**src/rtl/serial_clock_gen.sv**
```systemverilog
// Serial clock generator: produces a programmable-rate sclk in frames of
// frame_len+1 periods, with lead/trail/sample/shift strobes aligned to the
// sclk edges, optional back-to-back frame chaining, and synchronous abort.
module serial_clock_gen #(
  parameter int DIV_W = 8,
  parameter int LEN_W = 4
) (
  input  logic             clk,
  input  logic             rst_n,
  input  logic [DIV_W-1:0] div,
  input  logic [LEN_W-1:0] frame_len,
  input  logic             cpol,
  input  logic             cpha,
  input  logic             cont,
  input  logic             start,
  input  logic             stop,
  output logic             sclk,
  output logic             lead,
  output logic             trail,
  output logic             sample,
  output logic             shift,
  output logic             frame_start,
  output logic             done,
  output logic             busy,
  output logic [LEN_W-1:0] bit_idx
);

  typedef enum logic {IDLE, RUN} state_t;

  state_t           state, state_next;
  logic [DIV_W-1:0] div_q, hc;
  logic [LEN_W-1:0] len_q;
  logic             cpol_q, cpha_q;
  // One extra bit so 2*(len_q+1) toggles fit even at the maximum frame_len.
  logic [LEN_W:0]   edge_cnt;

  logic accept, tick, lead_edge, trail_edge, last_edge, relatch;

  // Next-state decode and edge classification for the current cycle.
  always_comb begin
    // NOTE: every output of this block gets a default first, so no path can leave one unassigned and infer a latch.
    state_next = state;
    accept     = 1'b0;
    tick       = 1'b0;
    lead_edge  = 1'b0;
    trail_edge = 1'b0;
    last_edge  = 1'b0;
    unique case (state)
      IDLE: begin
        if (start && !stop) begin
          accept     = 1'b1;
          state_next = RUN;
        end
      end
      RUN: begin
        if (stop) begin
          state_next = IDLE;
        end else if (hc == div_q) begin
          tick       = 1'b1;
          // Even toggle count: sclk is at idle level, so this toggle leaves it.
          lead_edge  = ~edge_cnt[0];
          trail_edge = edge_cnt[0];
          last_edge  = (edge_cnt == {len_q, 1'b1});
          if (last_edge && !cont) state_next = IDLE;
        end
      end
      default: state_next = IDLE;
    endcase
  end

  // A new frame's configuration is captured on accept and on a chained done.
  assign relatch = accept | (last_edge & cont);

  // State, counters, latched configuration and registered outputs.
  always_ff @(posedge clk or negedge rst_n) begin
    // NOTE: the latched configuration is a handful of flops, not a memory, so it is reset along with everything else.
    if (!rst_n) begin
      state       <= IDLE;
      div_q       <= '0;
      len_q       <= '0;
      cpol_q      <= 1'b0;
      cpha_q      <= 1'b0;
      hc          <= '0;
      edge_cnt    <= '0;
      sclk        <= 1'b0;
      lead        <= 1'b0;
      trail       <= 1'b0;
      sample      <= 1'b0;
      shift       <= 1'b0;
      frame_start <= 1'b0;
      done        <= 1'b0;
      busy        <= 1'b0;
      bit_idx     <= '0;
    end else begin
      // NOTE: non-blocking assignments so every register samples pre-edge values.
      state       <= state_next;
      busy        <= (state_next == RUN);
      lead        <= lead_edge;
      trail       <= trail_edge;
      sample      <= cpha_q ? trail_edge : lead_edge;
      shift       <= cpha_q ? lead_edge : trail_edge;
      frame_start <= lead_edge && (edge_cnt == '0);
      done        <= last_edge;

      if (relatch) begin
        div_q    <= div;
        len_q    <= frame_len;
        cpol_q   <= cpol;
        cpha_q   <= cpha;
        hc       <= '0;
        edge_cnt <= '0;
      end else if (tick) begin
        hc       <= '0;
        edge_cnt <= edge_cnt + 1'b1;
      end else if (state == RUN) begin
        hc <= hc + 1'b1;
      end else begin
        hc       <= '0;
        edge_cnt <= '0;
      end

      if (state == IDLE) begin
        sclk <= cpol;
      end else if (stop) begin
        sclk <= cpol_q;
      end else if (tick) begin
        sclk <= lead_edge ? ~cpol_q : cpol_q;
      end

      if (state_next != RUN || relatch) begin
        bit_idx <= '0;
      end else if (trail_edge) begin
        bit_idx <= (bit_idx == len_q) ? len_q : bit_idx + 1'b1;
      end
    end
  end

endmodule

```
**config.mk**
```make
export PLATFORM = sky130hd
export DESIGN_NAME = serial_clock_gen
export DESIGN_NICKNAME = d
export VERILOG_FILES = /design/src/rtl/serial_clock_gen.sv
export SDC_FILE = /design/constraint.sdc
export NUM_CORES = 1
export LEC_CHECK = 0
export CORE_ASPECT_RATIO = 0.75
export CORE_MARGIN = 1
export CORE_UTILIZATION = 53
export DETAILED_ROUTE_END_ITERATION = 8
export PLACE_DENSITY = 0.79
export SYNTH_ARGS = -nofsm -noshare
export SYNTH_HDL_FRONTEND = slang
export SYNTH_SLANG_ARGS = --single-unit
```
**constraint.sdc**
```tcl
create_clock -name clk -period 2.27 [get_ports clk]
set_clock_uncertainty 0.05 [all_clocks]
set_input_delay 0.454 -clock clk [delete_from_list [all_inputs] [get_ports clk]]
set_output_delay 0.454 -clock clk [all_outputs]
set_load 0.005 [all_outputs]
```
# Word level (Yosys, flattened, before mapping)

Index checks and enable logic that the tools add are counted.

Bits in read-only memories: 0
Memories kept: 0
Bits in latches: 0
Memory bits (writable): 0
Output and inout bits: 12
Bits in registers: 39

Divide/modulo/power cells: 0
Reductions and logical operators: 8
$add $sub $neg: 3
Multipliers: 0
Equality and inequality tests: 5
$lt $le $gt $ge: 0
Muxes and demuxes: 33
Shifts and indexed selects: 0
Bitwise gates (word level): 6

Operator list:

| cell                                                             | count |
|---|---|
| 8-bit 2-to-1 mux                                                 | 3 |
| 1-bit 2-to-1 mux                                                 | 23 |
| 5-bit 2-to-1 mux                                                 | 3 |
| 4-bit 2-to-1 mux                                                 | 3 |
| 8-bit by 1-bit adder with 8-bit output (second input constant)   | 1 |
| 8-bit equality test                                              | 1 |
| 5-bit by 1-bit adder with 5-bit output (second input constant)   | 1 |
| 5-bit equality test                                              | 1 |
| 5-bit zero test                                                  | 1 |
| 4-bit by 1-bit adder with 4-bit output (second input constant)   | 1 |
| 4-bit equality test                                              | 1 |
| 1-bit NOT                                                        | 4 |
| 1-bit logical AND                                                | 3 |
| 3-bit by 1-bit != test with 1-bit output (second input constant) | 1 |
| 3-bit by 2-bit != test with 1-bit output (second input constant) | 1 |
| 1-bit zero test                                                  | 2 |
| 1-bit case mux with 2 select lines                               | 1 |
| 2-bit nonzero test                                               | 1 |
| 1-bit bitwise AND                                                | 1 |
| 1-bit logical OR                                                 | 1 |
| 1-bit bitwise OR                                                 | 1 |

# Longest topological paths before layout

Gate-level depths: netlist of run 1.

Depth in word-level cells: 9
Mapped depth: 6
Depth with buffers taken out: 5

# Worst setup path before layout of run 1

Ideal clock, no wire load.

Kind: register -> register
From: register hc[0]
To: register div_q[0]
Data arrival time: 1.904 ns
Path slack: 0.191 ns
Required time: 2.095 ns
Stages on the path, launching flop included: 7
Library setup time: 0.125 ns
Buffers on the path: 1
Path through: dfrtp_1 > xor2_1 > nor4_4 > nand4_1 > a21oi_2 > buf_8 > mux2_4

Cells in the longest elaborated chain, start to end: 6

Ends and longest elaborated chain:

| item                   | line | source |
|---|---|---|
| from (decl)            | 31   | `logic [DIV_W-1:0] div_q, hc;` |
| from (signal assigned) | 116  | `hc <= hc + 1'b1;` |
| 8-bit equality test    | 58   | `end else if (hc == div_q) begin` |
| 1-bit 2-to-1 mux       | 58   |  |
| 1-bit 2-to-1 mux       | 56   | `if (stop) begin` |
| 1-bit 2-to-1 mux       | 48   | `unique case (state)` |
| 1-bit bitwise AND      | 72   | `assign relatch = accept \| (last_edge & cont);` |
| 1-bit bitwise OR       | 72   |  |
| to (signal assigned)   | 106  | `div_q <= div;` |
| to (decl)              | 31   |  |

Every way passes these cells.
A chain may end at the register's enable or synchronous reset.

# Worst setup path in the final report of run 1

From: register hc[6]
To: register div_q[0]

The elaborated chain is that of the path after synthesis.

==> results of run 1 <==
## state kept, by name, summed over array words and instances (netlist names)
| signal | count |
|---|---|
| bit_idx | 4 |
| cpha_q | 1 |
| cpol_q | 1 |
| div_q | 8 |
| done | 1 |
| edge_cnt | 5 |
| frame_start | 1 |
| hc | 8 |
| lead | 1 |
| len_q | 4 |
| sample | 1 |
| sclk | 1 |
| shift | 1 |
| state | 1 |
| trail | 1 |
## path summary, 6_finish.rpt
path                                    start                    to
max                           hc[6]$_DFF_PN0_  div_q[0]$_DFFE_PN0P_
min                                     rst_n  len_q[0]$_DFFE_PN0P_
max reg2reg                   hc[6]$_DFF_PN0_  div_q[0]$_DFFE_PN0P_
min reg2reg                cpha_q$_DFFE_PN0P_    cpha_q$_DFFE_PN0P_
max in group asynchronous               rst_n  div_q[7]$_DFFE_PN0P_
min in group clk           cpha_q$_DFFE_PN0P_    cpha_q$_DFFE_PN0P_
## layout make-up
cell class	instances	share of cell area
Clock buffer	7	0.0386
Inverter	4	0.00601
Multi-Input combinational cell	128	0.391
Clock inverter	1	0.00301
Tap cell	50	0.0251
Timing Repair Buffer	39	0.145
Sequential cell	39	0.391
## worst register-to-register path: stages (launching register included)
cell     delay, ns
dfrtp_1       0.42
xor2_1        0.19
nor4_4        0.43
nand4_1       0.19
a21oi_2       0.23
buf_4         0.23
mux2_4        0.31
## stage by stage
| step | power (W) | worst slack [ns] | hold slack (ns) | util | std cells |
|---|---|---|---|---|---|
| floorplan | 0.000992 | 0.191 | 0.108 | - | 173 |
| global placement | 0.00109 | 0.103 | 0.468 | 0.699 | 260 |
| detailed placement | 0.00111 | 0.0617 | 0.476 | 0.699 | 260 |
| CTS | 0.00162 | 0.0578 | 0.242 | 0.730 | 268 |
| global route | 0.00168 | 0.0109 | 0.292 | 0.730 | 268 |
| finish | 0.00161 | 0.101 | 0.204 | 0.730 | 268 |
## power by group through the flow
stage | Clock (W) | Combinational, W | Sequential [W]
floorplan | 0 | 0.000186 | 0.000807
global placement | 0 | 0.000270 | 0.000825
detailed placement | 0 | 0.000281 | 0.000825
CTS | 0.000521 | 0.000285 | 0.000813
global route | 0.000551 | 0.000308 | 0.000821
finish | 0.000510 | 0.000283 | 0.000813
## routing by layer
layer  track usage  share of wire
met1         0.334           0.48
met2         0.400           0.46
met3        0.0688          0.049
met4        0.0882          0.011
met5             0              0
## cell families after synthesis
group / Yosys count / share of synthesized area
simple gates: 57 / 0.168
flops: 39 / 0.491
compound gates: 26 / 0.0787
xor+xnor: 23 / 0.101
mux: 18 / 0.119
buf+inv: 6 / 0.0170
fa+ha+maj: 4 / 0.0252
## cell usage in the layout (no fill, tap or decap), types with 3 or more instances in the layout
master,instances
a21oi_1,6
and3_1,3
buf_4,9
clkbuf_8,7
clkdlybuf4s50_1,29
dfrtp_1,39
ha_1,4
inv_1,4
mux2_2,5
mux2_4,10
mux2i_1,3
nand2_1,8
nand3_1,10
nand4_1,4
nor2_1,15
o21ai_0,10
or3_1,3
xor2_1,21
==> impl_metrics.env, run 1 <==
export IMPL_grt_use_total=0.251
export IMPL_end_kind="register"
export IMPL_ctsResizeCount=0
export IMPL_cp_data_arrival_time_ns=2.29
export IMPL_hold_class="input pin to asynchronous set/reset pin"
export IMPL_rows=18
export IMPL_ys_ff_latch=39
export IMPL_synth_ff_type="dfrtp_1"
export IMPL_synth_warnings=0
export IMPL_synth_edf_count=0
export IMPL_synth_top_area_share=0.491
export IMPL_fmax_ghz=0.461
export IMPL_fin_nets=240
export IMPL_synth_area_leader_cell="dfrtp_1"
export IMPL_path_buf_inv=1
export IMPL_finalCritPeriodShare=0.955
export IMPL_synth_cell_types=37
export IMPL_synth_top_cells_by_count="39 x dfrtp_1, 21 x xor2_1, 15 x nor2_1"
export IMPL_clk_latency_ns=0.29
export IMPL_clk_path_buf_depth=2
export IMPL_via_count=1469
export IMPL_wire_per_inst_um=16.3
export IMPL_dpl_instance_area_um2=2390
export IMPL_wirelength_um=4370
export IMPL_grt_pass1_wl_um=7230
export IMPL_vias_per_cell=5.48
export IMPL_gr_total_overflow=0
export IMPL_synthTopCellsByArea="dfrtp_1 49%, xor2_1 9.3%, mux2_4 7.6%"
export IMPL_drt_iter0_markers=45
export IMPL_tightest_slew_ns=0.837
export IMPL_p_seq_frac=0.506
export IMPL_htree_levels=2
export IMPL_final_setup_tns_ns=0
export IMPL_die_w_um=72.7
export IMPL_route_detailed_drc=0
export IMPL_io_pins=31
export IMPL_grt_pass1_vias=1465
export IMPL_outcome="complete, no violations"
export IMPL_avgSynthCellArea_um2=11.5
export IMPL_layout_drive_gt1_share=0.197
export IMPL_cts_tree="built"
export IMPL_slowest_delay_ns=0.43
export IMPL_cts_sinks=39
export IMPL_numPortBuffers=30
export IMPL_power_switching_share=0.261
export IMPL_p_comb_frac=0.176
export IMPL_rrSetupSlack_ns=0.10
export IMPL_cts_setup_buffers=0
export IMPL_syn2layout_area_growth_pct=25.7
export IMPL_reg2regPathDepth=6
export IMPL_p_int_w=0.00119
export IMPL_p_leak_nw=1.10
export IMPL_grt_antenna_before_repair=0
export IMPL_syn_nets=196
export IMPL_design_area_um2=2500
export IMPL_hold_viol=0
export IMPL_crit_required_ns=2.39
export IMPL_netlist_area_um2=1990
export IMPL_ant_nets=0
export IMPL_power_density_nw_per_um2=643
export IMPL_num_fill_cells=268
export IMPL_cp_slowest_cell="nor4_4"
export IMPL_clock_power_share=0.318
export IMPL_ys_seq_area_frac=0.491
export IMPL_die_height_um=55.0
export IMPL_relSlewSlack=0.442
export IMPL_crit_fanout=8
export IMPL_start_kind="register"
export IMPL_drt_pass1_iter_count=4
export IMPL_p_sw_w=0.000420
export IMPL_synth_most_common_cell="dfrtp_1"
export IMPL_setup_viol_count_final=0
export IMPL_crit_family="simple AND/OR/NAND/NOR gates"
export IMPL_clk_pin_slew_ns=0.07
export IMPL_grt_max_degree=40
export IMPL_cp_num_cells=6
export IMPL_slew_viol_final=0
export IMPL_synth_cells=173
export IMPL_num_antenna_cells=0
export IMPL_cts_hold_buf=0
export IMPL_dpl_hpwl_um=3120
export IMPL_async_reset_ff_frac=1.00
export IMPL_core_um2=3420
export IMPL_cts_buffers=5
export IMPL_rsz0062_at_grt="no"
export IMPL_register_area_um2=976
export IMPL_peakVddDrop_v=0.000421
export IMPL_multi_input_area_um2=977
export IMPL_initial_core_util=0.580
export IMPL_place_gp_congestion=0.859
export IMPL_cp_cell_sequence="xor2_1 > nor4_4 > nand4_1 > a21oi_2 > buf_4 > mux2_4"
export IMPL_dieArea_um2=4000
export IMPL_fin_crit_ns=2.17
export IMPL_maxCapViolations=0
export IMPL_critical_path_class="register to register"
export IMPL_cts_root_buffer="clkbuf_8"
No activity file was read; power rests on OpenSTA's default activity.
==> run 2, diff against run 1 <==
--- a/config.mk
+++ b/config.mk
@@ -9,6 +9,7 @@
 export CORE_MARGIN = 1
 export CORE_UTILIZATION = 53
 export DETAILED_ROUTE_END_ITERATION = 8
+export MAX_ROUTING_LAYER = met4
 export PLACE_DENSITY = 0.79
 export SYNTH_ARGS = -nofsm -noshare
 export SYNTH_HDL_FRONTEND = slang
==> impl_metrics.env, run 2 (synthesis gave the netlist of run 1 again) <==
export IMPL_end_kind="register"
export IMPL_cts_root_buffer="clkbuf_8"
export IMPL_drt_pass1_iter_count=4
export IMPL_io_pins=31
export IMPL_ant_nets=0
export IMPL_layout_drive_gt1_share=0.197
export IMPL_p_int_w=0.00119
export IMPL_grt_antenna_before_repair=0
export IMPL_final_common_cell="dfrtp_1"
export IMPL_core_um2=3420
export IMPL_setup_viol_count_final=0
export IMPL_start_kind="register"
export IMPL_dieArea_um2=4000
export IMPL_hold_viol=0
export IMPL_cp_data_arrival_time_ns=2.29
export IMPL_relSlewSlack=0.428
export IMPL_crit_required_ns=2.39
export IMPL_place_inst=260
export IMPL_p_comb_frac=0.175
export IMPL_initial_core_util=0.580
export IMPL_gr_total_overflow=0
export IMPL_dpl_instance_area_um2=2390
export IMPL_vias_per_cell=5.44
export IMPL_die_height_um=55.0
export IMPL_die_w_um=72.7
export IMPL_rsz0062_at_grt="no"
export IMPL_design_area_um2=2500
export IMPL_cts_setup_buffers=0
export IMPL_reg_top3="div_q: 8 flops, hc: 8 flops, edge_cnt: 5 flops"
export IMPL_clock_power_share=0.321
export IMPL_drt_iter0_markers=93
export IMPL_syn2layout_area_growth_pct=25.7
export IMPL_fin_crit_ns=2.17
export IMPL_num_fill_cells=240
export IMPL_rows=18
export IMPL_route_detailed_drc=0
export IMPL_clk_pin_slew_ns=0.08
export IMPL_cts_sinks=39
export IMPL_grt_use_total=0.245
export IMPL_grt_max_degree=40
export IMPL_finalCritPeriodShare=0.954
export IMPL_place_gp_congestion=0.868
export IMPL_crit_fanout=8
export IMPL_num_antenna_cells=0
export IMPL_tightest_slew_ns=0.858
export IMPL_outcome="complete, no violations"
export IMPL_cts_tree="built"
export IMPL_layout_common_cells="39 x dfrtp_1, 29 x clkdlybuf4s50_1, 21 x xor2_1, 15 x nor2_1"
export IMPL_power_switching_share=0.266
export IMPL_cts_hold_buf=0
export IMPL_critical_path_class="register to register"
export IMPL_ctsResizeCount=0
export IMPL_p_seq_frac=0.504
export IMPL_hold_ws_ns=0.223
export IMPL_cts_buffers=5
export IMPL_htree_levels=2
export IMPL_hold_class="input pin to asynchronous set/reset pin"
export IMPL_dpl_hpwl_um=3080
export IMPL_grt_pass1_vias=1436
export IMPL_fin_nets=240
export IMPL_numPortBuffers=30
export IMPL_wire_per_inst_um=15.9
export IMPL_grt_pass1_wl_um=6940
export IMPL_via_count=1459
export IMPL_clk_latency_ns=0.29
export IMPL_final_setup_tns_ns=0
export IMPL_p_leak_nw=1.10
export IMPL_p_sw_w=0.000429
export IMPL_clk_path_buf_depth=2
export IMPL_maxCapViolations=0
export IMPL_power_w=0.00162
export IMPL_wirelength_um=4270
export IMPL_slew_viol_final=0
export IMPL_power_density_nw_per_um2=647
export IMPL_fmax_ghz=0.462
export IMPL_peakVddDrop_v=0.000357
export IMPL_finalNonFillerCells=268
[run 2: cell counts in the layout (fill, tap and decap cells not counted)]
Identical to the previous run, type by type.
[run 2: worst max-delay path, stage by stage (launching register included)]
cell and delay, ns:
dfrtp_1 0.45, xor2_1 0.19, nor4_4 0.41, nand4_1 0.19, a21oi_2 0.21, buf_4 0.23, mux2_4 0.31
[run 2: power groups by stage]
stage               combinational [W]  clock (W)  sequential [W]
floorplan                    0.000186          0        0.000807
global placement             0.000270          0        0.000824
detailed placement           0.000284          0        0.000825
CTS                          0.000286   0.000530        0.000813
global route                 0.000308   0.000560        0.000821
finish                       0.000283   0.000519        0.000814
[run 2: through the flow]
step | worst slack (ns) | util
after global placement | 0.101 | 0.699
after floorplan | 0.191 | -
after global routing | 0.0176 | 0.730
final | 0.104 | 0.730
after CTS | 0.106 | 0.730
after detailed placement | 0.0807 | 0.699
[run 2: per-layer routing]
layer	part of all wire	routed length, um	track usage
met1	0.50	2130	0.342
met2	0.45	1900	0.364
met3	0.047	199	0.0562
met4	0.0080	34	0.0588
met5	0	0	-
[run 2: layout make-up]
| class | count | area [um^2] | share of cell area |
|---|---|---|---|
| Timing Repair Buffer | 39 | 363 | 0.145 |
| Clock inverter | 1 | 7.51 | 0.00301 |
| Clock buffer | 7 | 96.3 | 0.0386 |
| Inverter | 4 | 15.0 | 0.00601 |
| Multi-Input combinational cell | 128 | 977 | 0.391 |
| Tap cell | 50 | 62.6 | 0.0251 |
| Sequential cell | 39 | 976 | 0.391 |
[run 2: path summary, 6_finish.rpt]
path | endpoint | from | slack [ns] | depth (start not counted)
worst max-delay path | len_q[2]$_DFFE_PN0P_ | hc[0]$_DFF_PN0_ | 0.10 | 6
worst min-delay path | edge_cnt[2]$_DFFE_PN0P_ | rst_n | 0.22 | 1
worst min register to register | cpha_q$_DFFE_PN0P_ | cpha_q$_DFFE_PN0P_ | 0.50 | 1
worst max register to register | len_q[2]$_DFFE_PN0P_ | hc[0]$_DFF_PN0_ | 0.10 | 6
min in group clk | cpha_q$_DFFE_PN0P_ | cpha_q$_DFFE_PN0P_ | 0.50 | 1
max in group asynchronous | edge_cnt[4]$_DFFE_PN0P_ | rst_n | 1.41 | 1
